[config.mk]
export PLATFORM = sky130hd
export DESIGN_NAME = ucode_sequencer
export DESIGN_NICKNAME = d
export VERILOG_FILES = /design/src/rtl/ucode_sequencer.sv
export SDC_FILE = /design/constraint.sdc
export NUM_CORES = 2
export LEC_CHECK = 0
export ABC_AREA = 1
export CORE_MARGIN = 2
export CORE_UTILIZATION = 45
export DETAILED_ROUTE_END_ITERATION = 12
export DONT_BUFFER_PORTS = 1
export GPL_TIMING_DRIVEN = 0
export PLACE_DENSITY = 0.64
export SLEW_MARGIN = 25
export SYNTH_ARGS = -nofsm -noshare
export SYNTH_HDL_FRONTEND = slang
export SYNTH_SLANG_ARGS = --single-unit
[constraint.sdc]
create_clock -name ph1 -period 2.55 [get_ports ph1]
set_clock_uncertainty 0.05 [all_clocks]
set_input_delay 0.51 -clock ph1 [delete_from_list [all_inputs] [get_ports ph1]]
set_output_delay 0.51 -clock ph1 [all_outputs]
set_load 0.05 [all_outputs]
[src/rtl/ucode_sequencer.sv]
// Microcoded control unit: latches an opcode, maps it through a writable decode
// table to a start micro-address, then steps a writable microcode store.
module ucode_sequencer #(
    parameter int unsigned OP_W               = 8,
    parameter int unsigned STATE_W            = 6,
    parameter int unsigned CTRL_W             = 16,
    parameter logic [CTRL_W-1:0]  FETCH_CTRL  = CTRL_W'(16'h0001),
    parameter logic [STATE_W-1:0] IRQ_STATE   = STATE_W'(6'h3F),
    localparam int unsigned PA_W              = (OP_W > STATE_W) ? OP_W : STATE_W,
    localparam int unsigned PD_W              = CTRL_W + STATE_W + 2
) (
    input  logic                ph1,
    input  logic                reset,
    input  logic [OP_W-1:0]     data_in,
    input  logic                op_en,
    input  logic                stall,
    input  logic                cond,
    input  logic                irq,
    input  logic                prog_we,
    input  logic                prog_sel,
    input  logic [PA_W-1:0]     prog_addr,
    input  logic [PD_W-1:0]     prog_data,
    output logic [CTRL_W-1:0]   controls,
    output logic [OP_W-1:0]     opcode,
    output logic [STATE_W-1:0]  upc,
    output logic                instr_done,
    output logic                irq_ack
);

    localparam int unsigned UC_DEPTH  = 2 ** STATE_W;
    localparam int unsigned DEC_DEPTH = 2 ** OP_W;

    typedef enum logic [0:0] {
        FETCH = 1'b0,
        EXEC  = 1'b1
    } state_t;

    typedef enum logic [1:0] {
        M_SEQ = 2'b00,
        M_JMP = 2'b01,
        M_BR  = 2'b10,
        M_END = 2'b11
    } mode_t;

    logic [PD_W-1:0]    ucode [UC_DEPTH];
    logic [STATE_W-1:0] dec   [DEC_DEPTH];

    state_t             state, state_n;
    logic [STATE_W-1:0] upc_n;
    logic [OP_W-1:0]    opcode_n;
    logic               instr_done_n;
    logic               irq_ack_n;

    logic [PD_W-1:0]    entry_c;
    logic [CTRL_W-1:0]  u_ctrl_c;
    logic [STATE_W-1:0] u_next_c;
    mode_t              u_mode_c;
    logic [STATE_W-1:0] upc_inc_c;

    // Current micro-op fields; read is asynchronous so a same-cycle write is not seen
    assign entry_c   = ucode[upc];
    assign u_ctrl_c  = entry_c[PD_W-1 -: CTRL_W];
    assign u_next_c  = entry_c[STATE_W+1:2];
    assign u_mode_c  = mode_t'(entry_c[1:0]);
    assign upc_inc_c = upc + STATE_W'(1);

    assign controls  = (state == EXEC) ? u_ctrl_c : FETCH_CTRL;

    // Store programming port; stores are deliberately left out of reset
    always_ff @(posedge ph1) begin
        if (prog_we) begin
            if (prog_sel) begin
                dec[OP_W'(prog_addr)] <= prog_data[STATE_W-1:0];
            end else begin
                ucode[STATE_W'(prog_addr)] <= prog_data;
            end
        end
    end

    always_ff @(posedge ph1 or posedge reset) begin
        if (reset) begin
            state      <= FETCH;
            upc        <= '0;
            opcode     <= '0;
            instr_done <= 1'b0;
            irq_ack    <= 1'b0;
        end else begin
            state      <= state_n;
            upc        <= upc_n;
            opcode     <= opcode_n;
            instr_done <= instr_done_n;
            irq_ack    <= irq_ack_n;
        end
    end

    // Next-state: stall holds everything and drops the pulses
    always_comb begin
        state_n      = state;
        upc_n        = upc;
        opcode_n     = opcode;
        instr_done_n = 1'b0;
        irq_ack_n    = 1'b0;

        if (!stall) begin
            unique case (state)
                FETCH: begin
                    if (op_en) begin
                        opcode_n = data_in;
                        upc_n    = dec[data_in];
                        state_n  = EXEC;
                    end
                end
                EXEC: begin
                    unique case (u_mode_c)
                        M_SEQ: upc_n = upc_inc_c;
                        M_JMP: upc_n = u_next_c;
                        M_BR:  upc_n = cond ? u_next_c : upc_inc_c;
                        M_END: begin
                            instr_done_n = 1'b1;
                            // Interrupt entry only at an instruction boundary
                            if (irq) begin
                                upc_n     = IRQ_STATE;
                                irq_ack_n = 1'b1;
                            end else begin
                                state_n = FETCH;
                            end
                        end
                        default: upc_n = upc;
                    endcase
                end
                default: state_n = FETCH;
            endcase
        end
    end

endmodule

# [Yosys cells after proc, flatten, opt, wreduce, memory -nomap -nowiden]
# Memories as Yosys holds them, arrays and structs flattened.
# Index checks and enable logic that the tools add are counted.
[word_totals] ram_bits=3072 input_bits=48 memories=2 output_inout_bits=32 word_cells=40 ff_bits=17
[classes] add_sub_neg=1 n_eq_ne=5 reduce_logical=3 n_mux=22 n_bitwise=2
[mem_list] name="dec" depth=256 word_bits=6 rd=1 rd_ports_with_merged_regs=0 wr=1 line="46" rtl="logic [STATE_W-1:0] dec [DEC_DEPTH];"
[mem_list] name="ucode" depth=64 word_bits=24 rd=1 rd_ports_with_merged_regs=0 wr=1 line="45" rtl="logic [PD_W-1:0] ucode [UC_DEPTH];"
[op_table] operator="$pmux 6 s4" n=1
[op_table] operator="$mux 6" n=3
[op_table] operator="$mux 16" n=1
[op_table] operator="$mux 1" n=15
[op_table] operator="$pmux 6 s2" n=1
[op_table] operator="$add 6x1->6 const B" n=1
[op_table] operator="$reduce_and 3->1" n=2
[op_table] operator="$eq 2x2->1 const B" n=2
[op_table] operator="$ne 3x3->1 const B" n=1
[op_table] operator="$eq 2x1->1 const B" n=1
[op_table] operator="$logic_not 2->1" n=1
[op_table] operator="$ne 2x2->1 const B" n=1
[op_table] operator="$not 1->1" n=2
[op_table] operator="$pmux 1 s2" n=1

# [Depth between registers and ports, before layout]
# An unclocked memory read counts as a cell.
[depth] depth_word=5 depth_mapped=19 mapped_depth_nobuf=16

# [Worst setup path after synthesis]
# OpenSTA, ideal clock, no wires.
[synth_path] kind="register to output" start="register upc[1]" end="output port controls[12]" setup_slack_ns=-0.792 stages_incl_launch_ff=12 t_arrival_ns=2.782 path_buffers=5 required_ns=1.990 cell_sequence="dfrtp_1 -> buf_4 -> buf_6 -> buf_6 -> buf_4 -> clkbuf_1 -> o21ai_0 -> o221ai_1 -> o211ai_1 -> nand3_1 -> nand3_1 -> a21oi_1"
[synth_via] elab_chain_cells=2
[synth_lines] element="start: declaration" line="25" rtl="output logic [STATE_W-1:0] upc,"
[synth_lines] element="start signal: assignment" line="89" rtl="upc <= upc_n;"
[synth_lines] element="$mem_v2 64x24"
[synth_lines] element="$mux 16" line="67" rtl="assign controls = (state == EXEC) ? u_ctrl_c : FETCH_CTRL;"
[synth_lines] element="end: declaration" line="23" rtl="output logic [CTRL_W-1:0] controls,"
# No other way between the ends.

# [Worst setup path after layout]
[layout_path] start="register upc[0]" end="output port controls[4]"
# The elaborated chain is that of the path after synthesis.

==> out/metrics.cfg <==
[placed_design]
dpl_cell_area_um2=132000
dp_cells=13900
dp_hpwl_um=312000
portBuffers=0
finalWeightedCongestion=0.989
place_worst_setup_slack_ns=-2.31

[clocking]
cts.sinks=3089
tritoncts=yes
ctsHtreeMaxLevel=5
root_buffer=clkbuf_16
clockBufferDepth=4
cts_buffers=322
path_clk_slew_ns=0.06
clk-insertion-delay-late_ns=0.99

[routing]
drt-vias-per-instance=6.23
drc=0
vias=90900
postRouteAntennaNets=0
wire_per_inst_um=32.5
drt_iter0_drc=15000
first_pass_iters=7
wirelength_um=474000

[sta]
setup_ws_ns=-2.09
worst_slew_pin_slew_ns=1.27
setup_viol=176
timing.final.crit_share_pct=182
tns_ns=-39.93
rsz0062_at_grt=yes
hold_viol=695
worst_hold_slack_ns=-0.328
fin_crit_ns=4.64
relSlewSlack_pct=15.3
fmax_mhz=216
final-max-slew-violation-count=0

[synthesis]
synth_area_um2=124000
synth_ff_type=edfxtp_1
ys_ff_latch=3089
syn-num-nets=10100
avgSynthCellArea_um2=12.3
yosysSeqAreaShare_pct=74.6
synth_edf_count=3072
synth_warnings=0
synthDistinctLibCells=32
netlist_instances=10100
synthArstFlopShare_pct=0.550

[layout]
fin_cells=14600
layout_common_cells=edfxtp_1 (3072), nand2_1 (2085), nand3_1 (1647), nor2_1 (1035), o21ai_0 (517)
seq_area_um2=92700
drive_gt1_share_pct=14.5
multi_input_area_um2=30200
n_fill_cell=22400
stdcell_area_um2=148000
layout_commonest_cell=edfxtp_1
final_util_pct=53.9
areaGrowthSynthToFinish_pct=19.0
fin_nets=10700

[min_path]
worstHoldPathType=in -> reg

[floorplan]
die_h_um=529
die_area_um2=280000
rows=192
initial_core_util_pct=45.3
core-area_um2=274000
die_w_um=529
io_pins=80

[global_routing]
grt_use_total_pct=32.9
grt_first_pass_wirelength_um=647000
grt_antenna_before_repair=37
globalRouteOverflowTotal=0
grt_pass1_vias=85200
grt_max_degree=321

[status]
status=finished, violations left
failed_checks=negative hold slack, negative setup slack

[job]
max_cap_viol_count=0

[worst_setup_path]
critical_path_required_ns=1.99
worstPathMaxFanout=7
criticalPathCategory=reg -> out
cp-start-kind=flop
cp_data_arrival_time_ns=4.08
end_kind=output pin

[pwr]
power.density_nw_per_um2=995
power_mw=147
vdd_drop_max_mv=0.817
leakage_nw=50.0

[registers in the layout (all words and copies together) (netlist names)]
register    flops
dec          1536
ucode        1536
opcode          8
upc             6
instr_done      1
irq_ack         1
state           1
[worst paths after layout]
check / start / end / slack, ns / cells past startpoint
min reg2reg: opcode[6] / opcode[6] / 0.77 / 2
max reg2reg: upc[0] / upc[4] / -0.49 / 20
min in group asynchronous: reset / upc[0] / 0.08 / 2
max: upc[0] / controls[4] / -2.09 / 12
max in group asynchronous: reset / upc[4] / 1.81 / 2
min: prog_data[4] / dec[233][4] / -0.33 / 0
[cell families after synthesis]
family	count (synthesis)	synth area share, %
buffers and inverters	776	2.99
and+or+nand+nor	5075	17.2
adders and majority gates	1	0.0101
DFF	3089	74.6
AOI/OAI and AO/OA	1136	5.18
xor gates and xnor gates	4	0.0282
[power by group]
part	internal, mW	total [mW]	switching [mW]
Clock	25.9	46.4	20.5
Combinational	14.1	44.0	30.0
Sequential	56.1	56.7	0.646
Total	96.1	147	51.1
[timing repair]
item / 4_1_cts / 5_1_grt
setup buffers: 49 / 34
pin swaps: 137 / 175
hold endpoints to repair: 3106 / 1266
hold buffers: 41 / 2
resized for setup: 613 / 291
setup endpoints to repair: 255 / 84
gates cloned: 10 / 7
[layer usage]
| metal | vias to the layer above | share of wire, % | global-route usage [%] |
|---|---|---|---|
| met5 | - | 0.069 | 0 |
| met4 | 34 | 8.5 | 23.4 |
| met3 | 1626 | 12 | 7.73 |
| met2 | 7193 | 45 | 51.0 |
| met1 | 44400 | 34 | 40.7 |
| li1 | 37600 | - | - |
[cell usage after synthesis (7+ instances only)]
| cell | instances | share of area, % |
|---|---|---|
| edfxtp_1 | 3072 | 74 |
| o21ai_1 | 158 | 0.64 |
| buf_2 | 259 | 1.0 |
| buf_1 | 60 | 0.18 |
| buf_4 | 50 | 0.30 |
| inv_1 | 65 | 0.20 |
| o21ai_0 | 561 | 2.3 |
| o211ai_1 | 79 | 0.48 |
| buf_6 | 34 | 0.31 |
| nand3_1 | 1737 | 7.0 |
| dfrtp_1 | 17 | 0.34 |
| a21oi_1 | 82 | 0.33 |
| nor3_1 | 9 | 0.036 |
| nand4_1 | 35 | 0.18 |
| nor2_1 | 1177 | 3.6 |
| o221ai_1 | 93 | 0.66 |
| inv_2 | 7 | 0.021 |
| o22ai_1 | 163 | 0.82 |
| clkbuf_1 | 289 | 0.87 |
| nand2_1 | 2106 | 6.4 |
[worst max-delay path, cell delays in order (launching register included)]
cell and delay [ns]:
dfrtp_4 0.59, buf_12 0.20, buf_12 0.15, buf_8 0.12, buf_12 0.13, buf_12 0.14
buf_12 0.14, nor2_4 0.08, o22ai_2 0.07, o211ai_1 0.80, nand3_1 0.31, nand3_2 0.21
a21oi_4 0.15
[final cells by class]
class,count,share of cell area (%)
Sequential cell,3089,62.7
Buffer,693,3.51
Antenna cell,23,0.0389
Clock buffer,387,5.72
Timing Repair Buffer,246,3.07
Multi-Input combinational cell,6216,20.5
Tap cell,3686,3.12
Inverter,77,0.225
Clock inverter,182,1.18
Note: power is estimated with default switching activity, not from simulation.
